`src/rtl/sig_acq_pkg.sv`:
```
// Shared constants for the signal-acquisition UART path: arbiter state encoding and TX FIFO depth.
package sig_acq_pkg;

  typedef enum logic [1:0] {
    ARB_IDLE = 2'd0,
    ARB_SEND = 2'd1,
    ARB_CSUM = 2'd2
  } arb_state_t;

  localparam int UART_FIFO_DEPTH = 32;

endpackage

```
`src/rtl/rr_pick.sv`:
```
// Combinational round-robin pick: first set bit of req searching upward from last+1 with wrap.
module rr_pick
  import sig_acq_pkg::*;
#(
  parameter int N  = 2,
  parameter int LW = (N > 1) ? $clog2(N) : 1
) (
  input  logic [N-1:0]  req,
  input  logic [LW-1:0] last,
  output logic [N-1:0]  winner,
  output logic          found
);

  always_comb begin
    winner = '0;
    found  = 1'b0;
    for (int i = 1; i <= N; i++) begin
      if (!found && req[(int'(last) + i) % N]) begin
        winner[(int'(last) + i) % N] = 1'b1;
        found = 1'b1;
      end
    end
  end

endmodule

```
`src/rtl/uart_tx_arb.sv`:
```
// Frame-level round-robin arbiter feeding the shared UART TX FIFO, one whole frame per grant.
// Define UART_TX_ARB_CHKSUM_EN to append a mod-256 checksum byte after every completed frame.
module uart_tx_arb
  import sig_acq_pkg::*;
#(
  parameter int          NUM_REQ    = 2,
  parameter int          FIFO_DEPTH = UART_FIFO_DEPTH,
  parameter int          MIN_FREE   = 8,
  parameter logic [15:0] TIMEOUT    = 16'd4096,
  localparam int         UW         = $clog2(FIFO_DEPTH)
) (
  input  logic                   clk,
  input  logic                   rst,
  input  logic                   ena,
  input  logic [NUM_REQ-1:0]     req_valid,
  input  logic [8*NUM_REQ-1:0]   req_data,
  input  logic [NUM_REQ-1:0]     req_last,
  output logic [NUM_REQ-1:0]     req_ready,
  output logic                   tx_fifo_wen,
  output logic [7:0]             tx_fifo_wdata,
  input  logic                   tx_fifo_full,
  input  logic [UW-1:0]          tx_fifo_usedw,
  output logic [NUM_REQ-1:0]     grant,
  output logic                   busy,
  output logic                   frame_abort
);

  localparam int            LW        = $clog2(NUM_REQ);
  localparam logic [UW-1:0] SPACE_MAX = UW'(FIFO_DEPTH - 3);
  localparam logic [UW-1:0] GRANT_MAX = UW'(FIFO_DEPTH - MIN_FREE);

  arb_state_t         state;
  logic [LW-1:0]      last;
  logic [LW-1:0]      win_idx;
  logic [NUM_REQ-1:0] winner;
  logic               found;
  logic [15:0]        tmo_cnt;
  logic               space_ok;
  logic               grant_ok;
  logic               valid_g;
  logic               last_g;
  logic [7:0]         data_g;
  logic               hs;
`ifdef UART_TX_ARB_CHKSUM_EN
  logic [7:0]         csum;
`endif

  rr_pick #(.N(NUM_REQ), .LW(LW)) u_pick (
    .req    (req_valid),
    .last   (last),
    .winner (winner),
    .found  (found)
  );

  // usedw wraps to 0 when the FIFO is completely full, so the full flag must gate both terms.
  assign space_ok  = !tx_fifo_full && (tx_fifo_usedw <= SPACE_MAX);
  assign grant_ok  = ena && found && !tx_fifo_full && (tx_fifo_usedw <= GRANT_MAX);
  assign req_ready = (state == ARB_SEND && space_ok && !tx_fifo_wen) ? grant : '0;
  assign hs        = |(req_valid & req_ready);
  assign busy      = (state != ARB_IDLE);

  always_comb begin
    win_idx = '0;
    for (int i = 0; i < NUM_REQ; i++) begin
      if (winner[i]) win_idx = LW'(i);
    end
  end

  always_comb begin
    data_g  = '0;
    valid_g = 1'b0;
    last_g  = 1'b0;
    for (int i = 0; i < NUM_REQ; i++) begin
      if (grant[i]) begin
        data_g  = req_data[8*i +: 8];
        valid_g = req_valid[i];
        last_g  = req_last[i];
      end
    end
  end

  always_ff @(posedge clk) begin
    if (rst) begin
      state         <= ARB_IDLE;
      grant         <= '0;
      last          <= LW'(NUM_REQ - 1);
      tmo_cnt       <= '0;
      tx_fifo_wen   <= 1'b0;
      tx_fifo_wdata <= '0;
      frame_abort   <= 1'b0;
`ifdef UART_TX_ARB_CHKSUM_EN
      csum          <= '0;
`endif
    end else begin
      tx_fifo_wen <= 1'b0;
      frame_abort <= 1'b0;
      case (state)
        ARB_IDLE: begin
          if (grant_ok) begin
            grant   <= winner;
            last    <= win_idx;
            tmo_cnt <= '0;
`ifdef UART_TX_ARB_CHKSUM_EN
            csum    <= '0;
`endif
            state   <= ARB_SEND;
          end
        end
        ARB_SEND: begin
          if (hs) begin
            tx_fifo_wen   <= 1'b1;
            tx_fifo_wdata <= data_g;
            tmo_cnt       <= '0;
`ifdef UART_TX_ARB_CHKSUM_EN
            csum          <= csum + data_g;
            if (last_g) state <= ARB_CSUM;
`else
            if (last_g) begin
              state <= ARB_IDLE;
              grant <= '0;
            end
`endif
          end else if (!valid_g) begin
            // Abort registers on the cycle the counter reaches TIMEOUT; nothing is written.
            if (tmo_cnt != 16'hFFFF) tmo_cnt <= tmo_cnt + 16'd1;
            if (tmo_cnt + 16'd1 == TIMEOUT) begin
              frame_abort <= 1'b1;
              state       <= ARB_IDLE;
              grant       <= '0;
            end
          end
        end
`ifdef UART_TX_ARB_CHKSUM_EN
        ARB_CSUM: begin
          if (space_ok && !tx_fifo_wen) begin
            tx_fifo_wen   <= 1'b1;
            tx_fifo_wdata <= csum;
            state         <= ARB_IDLE;
            grant         <= '0;
          end
        end
`endif
        default: begin
          state <= ARB_IDLE;
          grant <= '0;
        end
      endcase
    end
  end

endmodule

```
`config.mk`:
```
export PLATFORM = sky130hd
export DESIGN_NAME = uart_tx_arb
export DESIGN_NICKNAME = d
export VERILOG_FILES = /design/src/rtl/sig_acq_pkg.sv /design/src/rtl/rr_pick.sv /design/src/rtl/uart_tx_arb.sv
export SDC_FILE = /design/constraint.sdc
export NUM_CORES = 1
export LEC_CHECK = 0
export CAP_MARGIN = 40
export CORE_ASPECT_RATIO = 2
export CORE_MARGIN = 2
export CORE_UTILIZATION = 45
export CTS_BUF_LIST = sky130_fd_sc_hd__clkbuf_8 sky130_fd_sc_hd__clkbuf_16
export CTS_CLUSTER_SIZE = 8
export DETAILED_ROUTE_END_ITERATION = 7
export PLACE_DENSITY = 0.74
export SKIP_CTS_REPAIR_TIMING = 1
export SYNTH_ARGS = -nofsm -noshare
export SYNTH_HDL_FRONTEND = slang
export SYNTH_HIERARCHICAL = 1
export SYNTH_SLANG_ARGS = --single-unit
```
`constraint.sdc`:
```
create_clock -name clk -period 2.2 [get_ports clk]
set_input_delay 0.44 -clock clk [delete_from_list [all_inputs] [get_ports clk]]
set_output_delay 0.44 -clock clk [all_outputs]
set_load 0.01 [all_outputs]
```
After elaboration in Yosys (flattened, before gate mapping):

Index checks and enable logic that the tools add are counted.

* flip-flop bits (word level): 31
* input bits: 29
* word-level logic and storage cells: 88

* $add $sub $neg: 3
* magnitude comparators: 6
* equal/unequal tests: 8
* muxes and demuxes: 37
* bitwise logic cells: 5
* reductions and logical operators: 22

Operators with widths (number)
* two-way mux 16 bit: 4
* case mux 16 bit (2 select lines): 1
* two-way mux 2 bit: 9
* two-way mux 1 bit: 17
* adder 16 x 1 -> 16 bit (second input constant): 1
* equality test 16 x 13 -> 1 bit (second input constant): 1
* two-way mux 8 bit: 2
* != test 16 bit (second input constant): 1
* less-or-equal comparator 5 bit (second input constant): 2
* logical AND 1 bit: 9
* case mux 2 bit (2 select lines): 2
* AND reduction 4 bit: 2
* less-than comparator 2 x 3 -> 1 bit (second input constant): 2
* != test 3 x 2 -> 1 bit (second input constant): 2
* != test 3 bit (second input constant): 2
* OR reduction 5 bit: 1
* greater-or-equal comparator 2 x 1 -> 1 bit (second input constant): 2
* AND reduction 2 bit: 2
* nonzero test 2 bit: 2
* OR reduction 2 bit: 2
* logical NOT 1 bit: 3
* adder 1 bit (second input constant): 2
* AND 1 bit (first input constant): 2
* AND 2 bit: 1
* 6 further kinds: 7

Logic depth before layout (Yosys ltp):

* depth after elaboration: 14
* depth in mapped cells: 7
* mapped depth without buffers: 7

Hierarchy:

Netlist, hierarchy kept.

By module, submodules not included
* uart_tx_arb: times used 1, cells each 239, area an instance 1875.5 µm², seq. area each 600.6 µm²
* rr_pick: times used 1, cells each 4, area an instance 25.0 µm², seq. area each 0.0 µm²

Worst setup path after synthesis:

Ideal clock, no wire load.

* path type: reg2reg
* start: register tmo_cnt[0]
* end: register grant[1]
* library setup time: 133 ps
* arrival: 2080 ps
* slack: -13 ps
* cell stages (with the launch flop): 8
* buffers on the path: 0
* cells stage by stage: dfxtp_1 ha_1 nand3_2 nor4_4 nand4b_1 and3_1 o311ai_1 a31oi_1

* word-level cells in the longest chain between the ends: 4

RTL lines
* from (decl): RTL line uart_tx_arb.sv:37 `logic [15:0] tmo_cnt;`
* from (signal assigned): RTL line uart_tx_arb.sv:125 `if (tmo_cnt != 16'hFFFF) tmo_cnt <= tmo_cnt + 16'd1;`
* adder 16 x 1 -> 16 bit: RTL line uart_tx_arb.sv:126 `if (tmo_cnt + 16'd1 == TIMEOUT) begin`
* equality test 16 x 13 -> 1 bit: RTL line uart_tx_arb.sv:126
* != test 3 x 2 -> 1 bit (no source line)
* AND reduction 4 bit (no source line)
* to (signal assigned): RTL line uart_tx_arb.sv:100 `grant <= winner;`
* to (decl): RTL line uart_tx_arb.sv:23 `output logic [NUM_REQ-1:0] grant,`

No other way between the ends.
A chain may end at the register's enable or synchronous reset.

Worst setup path in the final report:

* start: register tmo_cnt[1]
* end: register grant[1]

Same word-level chain as after synthesis.

==> metrics.cfg <==
[sta]
worst_pin_slew_ns=0.397
post-route-period-util=0.982
hold_viol=0
maxSlewHeadroom=0.732
report.final.setup_viol=0
finalClockSkew_ns=0.0116
rsz0062_at_grt=true
setup_ws_ns=0.0386
fmax_mhz=463
period_needed_ns=2.16
maxSlewViolCount=0
setup_tns_ns=0

[placement]
gp_congestion=0.960
dp_hpwl_um=4650
pre_cts_ws_ns=-0.212
dp_cells=362
io_buffers=43

[floorplan]
rows=33
start_util=0.465
core_um2=4090
die-area_um2=4790
die_w_um=50.0
ios=44
die_h_um=95.9

[clocking]
clock_sinks=30
clkLatencyLatePin_ns=0.29
clk_path_buf_depth=2
cts-buffers-inserted=5
cts_root_buffer=clkbuf_8
h-tree-depth=2
clk_pin_slew_ns=0.07
cts_tree=yes

[synth]
synth_cells=243
synth_top_area_frac=0.316
synth_top_area_cell=dfxtp_1
syn_area_um2=1900
synth_top_family_by_area=compound AO/OA/AOI/OAI gates
ys_seq_elements=30
ys_types=55
yosys.area_share.simple=0.296
synth_mux_area_frac=0
yosys-top-cells-count=31 x nor2_1, 30 x dfxtp_1, 29 x a21oi_1, 19 x nand2_1
post-synth-top-count-cell=nor2_1
synthFlopType=dfxtp_1
yosysWarningCount=6
synth_async_sr_flop_share=0
synth_compound_area_frac=0.303
synth_edf_count=0
syn-num-nets=274
synth_fa_ha_area_frac=0.0132
yosys-top-cells-area=dfxtp_1 32%, a21oi_1 7.6%, nor2_1 6.1%, a22oi_1 3.9%, nand2_1 3.8%
ys_seq_area_frac=0.316
postSynthAreaPerCell_um2=7.82
synthXorXnorAreaFrac=0.0184

[global_route]
antenna_found_initial=0
track_usage=0.271
overflow=0
grt_max_degree=18
grt_pass1_wl_um=9760
grt_pass1_vias=2121

[hold_path]
min_path_cells=2
hold_path_class=register to register
min_to=tmo_cnt[1]
hold_start=tmo_cnt[1]

[critical_path]
crit_path_end_kind=register
arrival_ns=2.33
critPathLaunch=tmo_cnt[1]
rrSetupSlack_ns=0.04
ff2ff_path_depth=7
worstPathRequired_ns=2.37
slowest_stage=or4_4
path_class=register to register
critPathBufInv=1
cp-start-kind=register
critPathTopFamily=simple AND/OR/NAND/NOR gates
critPathMaxFanout=5
max_stage_delay_ns=0.47
r2r-end=grant[1]
path_cells=buf_4, nand4_4, nor4_1, xor2_1, or4_4, o311ai_2, a31oi_1
r2r-start=tmo_cnt[1]

[route]
routed_wl_um=6110
ant_nets=0
num_vias=2204
drt_iter0_drc=76
vias_per_cell=5.96
dr.pass1.iters=4
drc_errors=0
routedWlPerCell_um=16.5

[cells_and_area]
final_util=0.688
fin_cells=370
drive_gt1_frac=0.248
antenna-diode-count=0
area_growth_pct=48.1
layout.nets=348
nFillCells=361

[outcome]
outcome=complete, no violations

[job]
cap_violations=0

[pwr]
powerDensity_nw_per_um2=586
ir_worst_vdd_mv=0.405
leakage_nw=1.06

-- power breakdown --
part	internal (mW)	switching [mW]	total (mW)
sequential	0.568	0.0316	0.600
combinational	0.280	0.299	0.579
clock	0.251	0.219	0.470
total	1.10	0.550	1.65
-- worst max path at each step --
stage	endpoint	slack (ns)	cells past startpoint
finish	grant[1]	0.04	7
global route	grant[1]	-0.01	8
CTS	req_ready[0]	-0.17	5
detailed placement	tmo_cnt[15]	-0.21	7
global placement	tmo_cnt[8]	-0.20	8
floorplan	grant[1]	0.002	7
-- cell type report --
type                    count  area (um^2)  area share
inverters                   4         15.0     0.00534
repair buffers             86          778       0.277
clock inverters             2         12.5     0.00445
well taps                  52         65.1      0.0231
flip-flops and latches     30          609       0.217
clock buffers               6         82.6      0.0293
multi-input cells         190         1250       0.445
-- placed cells by master (no fill, tap or decap), types with 3 or more instances in the layout --
cell type        Yosys  routed
a311oi_1             6       6
buf_4                2      40
nand2_1             19      19
dfxtp_2              0       7
inv_1                4       4
clkdlybuf4s50_1      0      41
nor4_1               3       3
nand3_1              4       4
dfxtp_1             30      23
a31oi_1              3       3
clkbuf_8             0       6
and3_1               5       4
a21oi_1             29      28
a22oi_1             10      10
o21ai_0             11      10
nor2_1              31      31
or4_1                4       4
nand4_1              6       6
nor3_1               6       5
-- routing by layer --
metal  track usage  wire length (um)  vias to the layer above
met5             0                 0                        -
met3        0.0419               246                       31
met1         0.237              2080                     1024
met2         0.517              3380                       86
li1              -                 -                     1063
met4         0.234               409                        0
-- logic make-up after synthesis --
kind of cell	count (synthesis)
adder cells (fa/ha/maj)	2
flip-flops	30
XOR/XNOR	4
AND/OR/NAND/NOR	100
buffers and inverters	23
AO/OA/AOI/OAI	84
-- registers in the layout, indices dropped and copies added, names as in the netlist --
name and cells:
frame_abort 1, grant 2, last 1, state 1
tmo_cnt 16, tx_fifo_wdata 8, tx_fifo_wen 1
-- metrics by stage --
stage	total power [mW]	cell area [um^2]	hold WS, ns
CTS	1.65	2740	0.488
finish	1.65	2810	0.478
detailed placement	1.17	2650	0.473
global placement	1.16	2650	0.464
floorplan	0.886	1900	0.481
global route	1.74	2810	0.516
-- tightest hold or removal path, stage by stage (launching register included) --
cell and delay, ns:
dfxtp_2 0.34, nand2_1 0.05, a21oi_1 0.05
Power figures use the tool's default switching activity.
